## src/rtl/instr_issue.sv

```systemverilog
// rtl/instr_issue.sv - fetch-and-issue unit: fetch FSM, 2-entry decoded instruction queue (ISSUE_ILLEGAL_TRAP_EN adds HALT on illegal push)
module instr_issue #(
   parameter logic [31:0] RESET_PC = 32'h0000_0000
) (
   input  logic        clk,
   input  logic        rst_n,
   output logic        imem_req,
   output logic [31:0] imem_addr,
   input  logic        imem_ack,
   input  logic [31:0] imem_rdata,
   output logic        issue_valid,
   input  logic        issue_ready,
   output logic [31:0] instr,
   output logic [31:0] pc,
   output logic        r_type,
   output logic        i_type,
   output logic        store,
   output logic [2:0]  func3,
   output logic [6:0]  fun7,
   output logic        illegal,
   input  logic        flush,
   input  logic [31:0] flush_pc
);

`ifdef ISSUE_ILLEGAL_TRAP_EN
   typedef enum logic [1:0] {IDLE, FETCH, STALL, HALT} state_t;
`else
   typedef enum logic [1:0] {IDLE, FETCH, STALL} state_t;
`endif

   state_t      state, state_nx;
   logic [31:0] fetch_pc;
   logic [31:0] q_instr [2];
   logic [31:0] q_pc    [2];
   logic [3:0]  q_flags [2];   // {illegal, store, i_type, r_type}
   logic        wr_ptr, rd_ptr;
   logic [1:0]  count, cnt_after;
   logic        push, pop;
   logic        d_r, d_i, d_s, d_ill;
   logic [3:0]  d_flags;
   logic        head_from_push;
   logic        head_idx;

   // Classify the word arriving from memory so the flags are stored with the entry
   always_comb begin
      d_r     = (imem_rdata[6:0] == 7'b0110011);
      d_i     = (imem_rdata[6:0] == 7'b0010011) || (imem_rdata[6:0] == 7'b0000011);
      d_s     = (imem_rdata[6:0] == 7'b0100011);
      d_ill   = ~(d_r | d_i | d_s);
      d_flags = {d_ill, d_s, d_i, d_r};
   end

   assign imem_req    = (state == FETCH);
   assign imem_addr   = fetch_pc;
   assign issue_valid = (count != 2'd0);

   // Flush suppresses both the push and the pop of its cycle
   assign push      = (state == FETCH) & imem_ack & ~flush;
   assign pop       = issue_valid & issue_ready & ~flush;
   assign cnt_after = count + {1'b0, push} - {1'b0, pop};

   // Head after this cycle is the pushed word when the queue would otherwise be empty
   assign head_from_push = (count == {1'b0, pop});
   assign head_idx       = rd_ptr ^ pop;

   // Next-state logic; flush overrides every state
   always_comb begin
      state_nx = state;
      case (state)
         IDLE:  state_nx = FETCH;
         FETCH: begin
            if (push) begin
`ifdef ISSUE_ILLEGAL_TRAP_EN
               if (d_ill)
                  state_nx = HALT;
               else
`endif
               if (cnt_after == 2'd2)
                  state_nx = STALL;
            end
         end
         STALL: if ((count != 2'd2) || pop) state_nx = FETCH;
`ifdef ISSUE_ILLEGAL_TRAP_EN
         HALT:  state_nx = HALT;
`endif
         default: state_nx = IDLE;
      endcase
      if (flush)
         state_nx = FETCH;
   end

   // State register
   always_ff @(posedge clk or negedge rst_n) begin
      if (!rst_n)
         state <= IDLE;
      else
         state <= state_nx;
   end

   // Fetch PC: redirect is word-aligned, sequential fetch wraps naturally at 2^32
   always_ff @(posedge clk or negedge rst_n) begin
      if (!rst_n)
         fetch_pc <= RESET_PC;
      else if (flush)
         fetch_pc <= {flush_pc[31:2], 2'b00};
      else if (push)
         fetch_pc <= fetch_pc + 32'd4;
   end

   // Circular queue storage and occupancy
   always_ff @(posedge clk or negedge rst_n) begin
      if (!rst_n) begin
         wr_ptr <= 1'b0;
         rd_ptr <= 1'b0;
         count  <= 2'd0;
         for (int k = 0; k < 2; k++) begin
            q_instr[k] <= '0;
            q_pc[k]    <= '0;
            q_flags[k] <= '0;
         end
      end else if (flush) begin
         wr_ptr <= 1'b0;
         rd_ptr <= 1'b0;
         count  <= 2'd0;
      end else begin
         if (push) begin
            q_instr[wr_ptr] <= imem_rdata;
            q_pc[wr_ptr]    <= fetch_pc;
            q_flags[wr_ptr] <= d_flags;
            wr_ptr          <= ~wr_ptr;
         end
         if (pop)
            rd_ptr <= ~rd_ptr;
         count <= cnt_after;
      end
   end

   // Registered head outputs; they hold their last value while the queue is empty
   always_ff @(posedge clk or negedge rst_n) begin
      if (!rst_n) begin
         instr   <= '0;
         pc      <= '0;
         func3   <= '0;
         fun7    <= '0;
         {illegal, store, i_type, r_type} <= 4'b0000;
      end else if (!flush && (cnt_after != 2'd0)) begin
         if (head_from_push) begin
            instr <= imem_rdata;
            pc    <= fetch_pc;
            func3 <= imem_rdata[14:12];
            fun7  <= imem_rdata[31:25];
            {illegal, store, i_type, r_type} <= d_flags;
         end else begin
            instr <= q_instr[head_idx];
            pc    <= q_pc[head_idx];
            func3 <= q_instr[head_idx][14:12];
            fun7  <= q_instr[head_idx][31:25];
            {illegal, store, i_type, r_type} <= q_flags[head_idx];
         end
      end
   end

endmodule
```

## config.mk

```make
export PLATFORM = sky130hd
export DESIGN_NAME = instr_issue
export DESIGN_NICKNAME = d
export VERILOG_FILES = /design/src/rtl/instr_issue.sv
export SDC_FILE = /design/constraint.sdc
export NUM_CORES = 1
export LEC_CHECK = 0
export ABC_AREA = 1
export BUFFER_PORTS_ARGS = -buffer_cell sky130_fd_sc_hd__buf_2
export CORE_UTILIZATION = 25
export CTS_CLUSTER_DIAMETER = 40
export CTS_CLUSTER_SIZE = 20
export DETAILED_ROUTE_END_ITERATION = 8
export PLACE_DENSITY = 0.55
export SYNTH_ARGS = -nofsm -noshare
export SYNTH_HDL_FRONTEND = slang
export SYNTH_SLANG_ARGS = --single-unit
export TNS_END_PERCENT = 10
```

## constraint.sdc

```tcl
create_clock -name clk -period 1.9 [get_ports clk]
set_input_delay 0 -clock clk [delete_from_list [all_inputs] [get_ports clk]]
set_output_delay 0 -clock clk [all_outputs]
set_load 0.02 [all_outputs]
```

Word level (Yosys, flattened, before mapping)
Cells that the tools add are included.

Register bits: 252. Input port bits: 69. Output and inout bits: 112.

Add/sub/neg operators: 3. $lt $le $gt $ge: 3. Equal/unequal tests: 12. Multiplexer cells: 36. Bitwise gates (word level): 13. Reduce and logical (&&, ||, !) cells: 12.

Operator list (count): 32-bit 2-to-1 mux (11); 64-bit bitwise mux (2); 32-bit by 3-bit adder with 32-bit output, second input constant (1); 32-bit demux with 1-bit select (1); 4-bit 2-to-1 mux (4); 7-bit by 6-bit equality test with 1-bit output, second input constant (2); 2-bit 2-to-1 mux (5); 8-bit bitwise mux (1); 1-bit 2-to-1 mux (8); 2-bit nonzero test (4); 7-bit by 2-bit equality test with 1-bit output, second input constant (1); 7-bit by 5-bit equality test with 1-bit output, second input constant (1); 7-bit 2-to-1 mux (1); 3-bit by 1-bit != test with 1-bit output, second input constant (2); 2-bit one-hot mux with 3 select lines (1); 1-bit bitwise AND (4); 4-bit demux with 1-bit select (1); 2-bit equality test, second input constant (2); 2-bit greater-or-equal comparator, second input constant (2); 1-bit inverter (4); 1-bit inverter with 2-bit output (2); 3-bit 2-to-1 mux (1); 3-bit != test, second input constant (1); 3-bit AND reduction (1); other kinds (13) (16).

Longest topological paths before layout
Gate-level depths: netlist (run 1).

Word-level depth: 10. Gate-level depth with buffers: 14. Depth with buffers taken out: 13.

Worst setup path after synthesis (run 1)
Ideal clock, no wire load.

Path kind: register to register. From: register count[1]. To: register instr[10]. Arrival: 1.994 ns. Data required time: 1.776 ns. Path slack: -0.218 ns. Stages on the path, launching flop included: 15. Path through: dfrtp_1 -> inv_2 -> nand2_2 -> nand2_1 -> inv_1 -> ha_1 -> inv_1 -> ha_1 -> inv_1 -> nor2_2 -> inv_2 -> buf_4 -> buf_2 -> a21oi_1 -> a21oi_1.

Cells in the longest elaborated chain, start to end: 9. Elaborated cells between the ends (all ways): 14.

RTL lines: start: declaration (line 37) `logic [1:0] count, cnt_after;`; start signal: assignment (line 134) `count <= cnt_after;`; 2-bit nonzero test (*) (line 55) `assign issue_valid = (count != 2'd0);`; named net issue_valid (line 11) `output logic issue_valid,`; 1-bit bitwise AND (*) (2 in series) (line 59) `assign pop = issue_valid & issue_ready & ~flush;`; 1-bit bitwise XOR (line 64) `assign head_idx = rd_ptr ^ pop;`; 1-bit inverter with 2-bit output (implied by the code) (line 154) `instr <= q_instr[head_idx];`; 32-bit 2-to-1 mux (implied by the code) (3 in series) (line 154); 32-bit 2-to-1 mux (line 147) `if (head_from_push) begin`; end signal: assignment (line 148) `instr <= imem_rdata;`; end signal: assignment (line 154); end: declaration (line 13) `output logic [31:0] instr,`.

The timed path passes the listed nets; every way through them passes the cells marked *. The select of a mux whose other input is x is not followed. A chain may end at the register's enable or synchronous reset.

Final worst setup path (run 1)
From: register count[0]. To: register instr[13].

Cells in the longest elaborated chain, start to end: 9. Elaborated cells between the ends (all ways): 14.

RTL lines (line): 2-bit nonzero test (55); 1-bit bitwise AND (2 in series) (59); 1-bit bitwise XOR (64); 1-bit inverter with 2-bit output (implied by the code) (154); 32-bit 2-to-1 mux (implied by the code) (3 in series) (154); 32-bit 2-to-1 mux (147).

Several ways; a longest one is shown, not always the timed one. The select of a mux whose other input is x is not followed.

==> impl.org, run 1 <==
** Hold path
- Worst min-delay path category :: in2async

** Timing
- Final setup fails :: 66
- The final max-slew violation count is 0.
- Crit path setup slack, layout :: -0.187 ns
- Hold Fails Final Rpt :: 0
- Measured against its own limit, the worst slew margin works out to 0.665.
- Hold timing on the final database bottoms out at a slack of about 0.0063 ns.
- For the finished layout, the period the worst path requires is 2.09 ns.
- Post-route fraction of the period consumed by the critical path :: 1.10
- Unrepaired setup endpoints after global routing :: true
- Clock skew on the completed layout was measured at 0.0194 ns.
- Worst Tran Pin Value :: 0.502 ns
- Based on the critical path, the design can be clocked at up to around 0.48 GHz.

** Clock tree
- Number of levels the H-tree was split into :: 2
- Maximum clock insertion buffer count :: 3
- For the worst-skew pair, the clock arrives at the later sink with an insertion delay of around 0.52 ns.
- Clk pin slew, worst setup/hold paths :: roughly 0.05 ns
- TritonCTS sink count :: 234
- The cell sitting at the root of the clock tree is a clkbuf_16.
- Clock tree from TritonCTS :: built
- In this run, CTS created clock tree buffers numbering 36.

** Die
- Overall die area :: 49,000 um^2
- The die is 221 um tall.
- Starting Density :: 0.256
- The initialized floorplan defines 79 standard-cell rows.
- Floorplan die width :: 221 um
- 181 I/O pins were placed.
- Floorplan Core Area :: ~47,000 um^2

** Yosys
- Average instance area after synthesis :: roughly 7.6 um^2
- Ranking of synthesized cells by area :: dfrtp_1 49%, nand2_1 12%, nand3_1 6.0%
- Number of distinct standard cells referenced by the synthesized netlist :: 37
- Seq/Total Area, Yosys :: 0.487
- Synthesis produced ~1,600 cells.
- Of the post-synthesis cell area, the dominant cell type holds 0.487.
- For this run, the number of Yosys warnings is 0.
- Synthesis inferred roughly 230 register bits.
- dfrtp_1 takes more of the synthesized area than any other cell.
- The synthesized netlist occupies a cell area of around 12,000 um^2.

** Worst setup path
- Critical path endpoint category :: flop
- In this run the worst setup path terminates at instr[13].
- The worst setup path is of the reg2reg kind.
- For the worst flop-to-flop path, the logic depth is 15.
- Required time of the critical path :: 2.34 ns
- Critical Path Fanout Max :: 6
- Worst reg2reg path endpoint :: instr[13]
- The worst register-to-register path begins at count[0].
- Launching element type of the critical path :: flop
- For the worst setup path, the data arrival time is 2.52 ns.
- Worst setup path startpoint :: count[0]
- Setup slack on the worst flop-to-flop path :: -0.19 ns

** Pwr
- Proportion of total power due to net switching :: 0.387
- Net switching power figure :: around 0.0091 W
- Combinational fraction of design power :: 0.382
- IR analysis of the VDD net gives a maximum drop of 0.000643 V.
- Internal Dissipation :: ~0.014 W
- Power per standard cell area :: between 1000 and 1500 nW/um^2
- Leakage power total :: 7.80 nW
- The share of total power dissipated in sequential elements is 0.325.
- Clock share of power :: 0.293

** Route
- After detailed routing, the average wire length per cell comes to around 17 um.
- Via density per instance :: between 4 and 5
- After detailed routing, the total wire length is around 42,000 um.
- For this run, design rule violations remaining after detail routing come to 0.
- Antenna viol nets, final :: 0
- The routed layout has between 10,000 and 15,000 vias.
- For this block, the initial DRC count from the detailed router was 839.
- Before antenna repair, the detailed router went through 5 iterations.

** Global route
- Across every metal layer, demand over resource in global routing totals 0.172.
- The initial antenna violation count is 0.
- Wire length of the first global-routing pass :: between 60,000 and 70,000 um
- Maximum number of pins on one net before global-route repair :: ~70
- Vias in the first global route :: 11,400
- Global route overflow :: 0

** Cells and area
- Most used cells in the layout excluding fill and tap cells :: 384 x nand2_1, 234 x dfrtp_1, 180 x inv_1
- The net count of the finished layout is ~1,900.
- Most common cell after layout, fill and taps aside :: nand2_1
- In the final layout, the share of cells above drive strength 1 is 0.246.
- Relative to the synthesized area, the layout overhead comes to 38.0%.
- Number of diodes :: 0

** Placed design
- Post-place setup slack :: -0.231 ns
- After legalization and detailed placement, the total HPWL measured between 20,000 and 30,000 um.
- Weighted congestion at the end of routability-driven global placement :: a little under 0.9
- Buffers placed on the I/O ports in this run total roughly 170.

** Run
- Across the run, the number of max-cap violations was 0.

** Run status
- The flow ran to the end, but the final reports show violations.
- The checks that failed: setup timing.
worst max-delay path, cell delays in order (launching register included):
cell       delay (ns)
dfrtp_1          0.39
inv_2            0.08
nand2_4          0.05
nand2_4          0.05
inv_2            0.04
ha_4             0.26
inv_2            0.04
ha_4             0.26
inv_2            0.04
nor2_4           0.13
inv_4            0.07
nand2_8          0.11
buf_12           0.15
clkbuf_16        0.17
nor2_1           0.05
a21oi_1          0.10
cells by family after synthesis:
logic type,after synthesis,share of synthesized area
flops,234,0.487
xor+xnor,7,0.00510
simple gates,766,0.272
fa+ha+maj,3,0.00312
buf+inv,300,0.113
compound gates,281,0.120
other cells,1,0.000312
worst min-delay path by stage:
stage | depth (start not counted) | to | slack, ns
4_1_cts | 2 | imem_addr[17] | 0.02
3_3_place_gp | 1 | q_pc[56] | -0.02
5_1_grt | 2 | imem_addr[17] | 0.04
2_1_floorplan | 0 | count[0] | -0.30
3_5_place_dp | 1 | q_pc[56] | -0.02
6_report | 2 | q_pc[21] | 0.006
sequential cells by signal (all words and copies together) (netlist names), 2 cells and up:
register / cells
q_instr: 64
q_pc: 60
instr: 32
imem_addr: 30
pc: 30
q_flags: 8
count: 2
state: 2
Yosys cell counts (all sizes together):
cell type	count
o21bai	2
a22oi	1
o21ai	147
nand4	7
and2	2
o21a	1
o211ai	4
nor2	180
a31oi	2
dfrtp	234
nand3b	30
nand3	145
a21oi	120
xor2	6
ha	3
xnor2	1
clkbuf	22
conb	1
or2	1
inv	192
a21boi	1
o221ai	1
nor3	1
nand2	400
buf	86
o22ai	2
stage by stage:
step / cells / util / power [W] / instance area, um^2 / setup TNS [ns]
final: 2482 / 0.353 / 0.0236 / 16600 / -9.78
after global routing: 2482 / 0.353 / 0.0251 / 16600 / -15.33
after CTS: 2476 / 0.349 / 0.0235 / 16400 / -6.82
after detailed placement: 2332 / 0.295 / 0.0156 / 13800 / -13.22
after global placement: 2332 / 0.295 / 0.0154 / 13800 / -8.99
after floorplan: 1595 / - / 0.0128 / 12100 / -4.98
power groups by stage:
stage | Clock (W) | Combinational [W] | Sequential [W]
floorplan | 0 | 0.00437 | 0.00838
global placement | 0 | 0.00777 | 0.00766
detailed placement | 0 | 0.00790 | 0.00767
CTS | 0.00707 | 0.00882 | 0.00765
global route | 0.00728 | 0.00993 | 0.00786
finish | 0.00692 | 0.00901 | 0.00767
per-layer routing:
layer	routed length [um]	share of wire	vias to the layer above	GRT usage
li1	-	-	5558	-
met1	19100	0.45	5525	0.236
met5	0	0	-	0
met3	3240	0.076	58	0.0370
met4	781	0.018	0	0.0390
met2	19200	0.45	433	0.274
area by class of cell:
class / count / area [um^2]
fill: 4841 / 30400
sequential: 234 / 5860
multi-input combinational: 1061 / 5290
timing repair buffer: 327 / 2700
clock buffer: 47 / 1050
tap: 607 / 759
inverter: 192 / 728
clock inverter: 14 / 196
timing repair:
item / CTS / global route
endpoints found under the setup margin: 66 / 73
setup buffers: 11 / 4
hold endpoints to repair: 373 / 0
gates cloned: 6 / 2
pin swaps: 27 / 11
resized for setup: 95 / 34
hold buffers: 66 / 0
Note: power is estimated with default switching activity, not from simulation.
==> run 2, diff against run 1 <==
CORE_UTILIZATION = 37   (was 25)
PLACE_DENSITY = 0.68   (was 0.55)
clock period = 2.1 ns   (was 1.9 ns; I/O delays follow)
==> run 2 against run 1 <==
The flow now finishes without violations. Combinational power decreased by 14%. Clock power decreased by 13%. Non-clock buffer count decreased by 15. Final cell count decreased by 7.3%. First-iteration DRC count increased by 14%. Global-route usage increased by 5.8 points. Register-to-register slack improved by 0.19 ns. Via count increased by 1.3%. Design area decreased by 3.4%. Clock skew about the same. Setup slack improved by 0.19 ns. Highest routed layer unchanged.
==> impl.org, run 2 (synthesis results as in run 1) <==
** Timing
- The maximum frequency from static timing analysis was 0.478 GHz (-0.26%).
- Setup TNS :: 0 ns (+9.78 ns)
- The final clock period utilization by the worst path was 0.997 (-0.102).
- Final setup fails :: 0 (-100%)
- The final max-slew violation count came to 0 (unchanged).
- The smallest setup slack after layout was 0.00735 ns (+0.194 ns).
- The transition at the pin with the smallest max-transition slack is 0.670 ns (+0.168 ns).
- Worst slew margin relative to its limit :: 0.553 (-0.112)
- Unrepaired setup endpoints after global routing :: true
- Min cycle time layout :: 2.09 ns (+0.00554 ns)
- The minimum hold slack is 0.0997 ns (+0.0934 ns).
- The worst-case clock skew came to 0.0197 ns (+0.000282 ns).
- Hold Fails Final Rpt :: 0 (unchanged)

** Hold path
- The min-delay analysis places its worst path in the category in2async.

** Global route
- The remaining global-route overflow was 0 (unchanged).
- Overall global routing resource usage :: 0.229 (+0.0575)
- Vias in the first global route :: 11,100 (-1.9%)
- Number of antenna violations at the first check in global routing :: 0 (unchanged)
- Wire length of the first global-routing pass :: 60,700 um (-8.5%)
- Maximum number of pins on one net before global-route repair :: 79 (+16%)

** Route
- Via density per instance :: 5.09 (+9.3%)
- The starting DRC count in detailed routing is 959 (+14%).
- The wire length per cell after detailed routing was 17.1 um (+0.49%).
- Detailed-routed wire length on met3 :: 3120 um (-3.6%)
- Via count :: 11,700 (+1.3%)
- The number of nets still failing antenna checks after routing is 0 (unchanged).
- The number of detailed-route iterations in the first pass was 7 (+2).
- Overall routed net length :: 39,400 um (-6.8%)
- M1 WL :: 17,200 um (-10%)
- After detailed routing, no signal wire sits above met4.
- DRC violations left :: 0 (unchanged)
- Met2 wire len :: 18,400 um (-4.1%)

** Placed design
- The detailed-placement wirelength estimate is 23,800 um (-10%).
- The quantity of I/O buffers inserted on ports came to 174 (unchanged).
- The last weighted congestion value of the routability-driven placer came to 0.879 (+0.43%).
- Post-place setup slack :: -0.111 ns (+0.120 ns)
- Placed Area :: 13,500 um^2 (-2.7%)

** Clock tree
- The CTS clock-pin slew for the worst setup and hold paths came to 0.05 ns (about the same).
- The maximum level of the CTS H-tree is 2 (unchanged).
- The number of clock buffers inserted by TritonCTS was 37 (+2.8%).
- The tree is rooted in a clkbuf_16.
- TritonCTS sink count :: 234 (unchanged)
- Maximum clock insertion buffer count :: 3 (unchanged)
- Clock insertion delay at the later pin of the skew report :: 0.51 ns (about the same)
- Clock tree from TritonCTS :: built

** Cells and area
- Leaving out fill and tap cells, the most frequent cells in the layout are 390 x nand2_1, 234 x dfrtp_1, 181 x inv_1.
- Synthesis-to-layout area growth :: 33.3%
- The number of flip-flops in the largest register was 64 (unchanged).
- The final layout net count came to 1,911 (-0.68%).
- The library cell used most frequently in the layout, excluding fill and tap cells, is nand2_1.
- In the final layout, the registers with the most flip-flops are q_instr x64, q_pc x60, instr x32.
- Number of diodes :: 0 (unchanged)
- Largest register by flop count :: q_instr
- The post-route cell area was 16,000 um^2 (-3.4%).
- Share of layout cells above drive strength 1 :: 0.221 (-0.0251)

** Worst setup path
- The most numerous cell type found on the critical path is inv_2.
- Depth of the most critical reg-to-reg path :: 14 (-1)
- The most critical setup path has its startpoint at count[1].
- Setup slack on the worst flop-to-flop path :: 0.007 ns (+0.19 ns)
- CP bufs+invs :: 7 (unchanged)
- On the critical path, the stage with the largest delay is an instance of dfrtp_1.
- The data required time of the critical path was 2.48 ns (+0.14 ns).
- Max incr delay on CP :: 0.38 ns (about the same)
- Walking the worst path, the cells encountered are inv_2, nand2_4, nand2_2, inv_2, ha_4, inv_2, ha_4, inv_2, nor2_4, inv_6, buf_12, buf_16, a21oi_2, a21oi_1.
- The worst register-to-register path begins at count[1].
- The critical path in this run is classified as reg2reg.
- The worst setup path is captured at a flop.
- Broken down by cell family, the worst path's largest delay share belongs to buffers and inverters.
- The arrival time of the worst setup path was 2.47 ns (-0.05 ns).
- The peak fanout along the critical path was 13 (+7).
- The endpoint identified for the worst register-to-register timing path is instr[15].
- The total stage count of the critical path was 14 (-1).
- In this run the worst setup path terminates at instr[15].
- STA classifies the critical path startpoint as a flop.

** Run
- Number of maximum-capacitance constraint violations :: 0 (unchanged)

** Die
- The total I/O pin count is 181 (unchanged).
- Floorplan die width :: 182 um (-18%)
- Starting Density :: 0.378 (+0.122)
- Die H :: 182 um (-18%)
- The core box area was 31,800 um^2 (-32%).
- The die outline area is 33,200 um^2 (-32%).
- The number of rows created at floorplan is 65 (-18%).

** Pwr
- Worst IR drop on VDD :: 0.000683 V (+6.1%)
- Leakage power total :: 7.67 nW (-1.6%)
- The power density over the cells was 1300 nW/um^2 (-9.0%).

** Run status
- The flow ran to the end, and the final reports show no timing, DRC or antenna violations.
==> run 2: worst min-delay path by stage <==
| stage | start | end | cells past startpoint |
|---|---|---|---|
| final | rst_n | q_instr[28] | 2 |
| after global routing | imem_ack | imem_addr[18] | 4 |
| after CTS | imem_ack | imem_addr[18] | 4 |
| after detailed placement | rst_n | instr[12] | 1 |
| after floorplan | rst_n | count[0] | 0 |
| after global placement | rst_n | q_instr[28] | 1 |
==> run 2: final cells by class <==
class | instances | area [um^2]
inverter | 192 | 729
clock inverter | 21 | 219
multi-input combinational | 1062 | 5160
timing repair buffer | 312 | 2510
sequential | 234 | 5860
clock buffer | 45 | 1010
fill | 2952 | 15800
tap | 435 | 544
==> run 2: what timing repair did <==
item / 4_1_cts / 5_1_grt
resized for setup: 43 / 58
pin swaps: 5 / 7
setup buffers: 4 / 1
endpoints found under the hold margin: 284 / 0
gates cloned: 4 / 8
hold buffers: 65 / 0
endpoints found under the setup margin: 62 / 65
==> run 2: layer usage <==
metal | GRT usage | vias to the layer above
li1 | - | 5539
met1 | 0.319 | 5586
met2 | 0.371 | 547
met3 | 0.0335 | 51
met4 | 0.0645 | 0
met5 | 0 | -
==> run 2: worst register-to-register path: stages, from the launching register on <==
cell and delay, ns:
dfrtp_1 0.38, inv_2 0.08, nand2_4 0.05, nand2_2 0.07, inv_2 0.04, ha_4 0.25
inv_2 0.04, ha_4 0.25, inv_2 0.04, nor2_4 0.12, inv_6 0.08, buf_12 0.16
buf_16 0.16, a21oi_2 0.15, a21oi_1 0.08
==> run 2: power breakdown <==
part | switching (W) | internal [W]
clock network | 0.00223 | 0.00380
logic | 0.00491 | 0.00285
registers | 0.000934 | 0.00604
total | 0.00807 | 0.0127
==> run 2: through the flow <==
stage | power, W | std cells | utilization
6_report | 0.0208 | 2301 | 0.504
5_1_grt | 0.0219 | 2301 | 0.504
4_1_cts | 0.0203 | 2292 | 0.492
3_5_place_dp | 0.0138 | 2153 | 0.423
3_3_place_gp | 0.0136 | 2153 | 0.423
2_1_floorplan | 0.0115 | 1595 | -
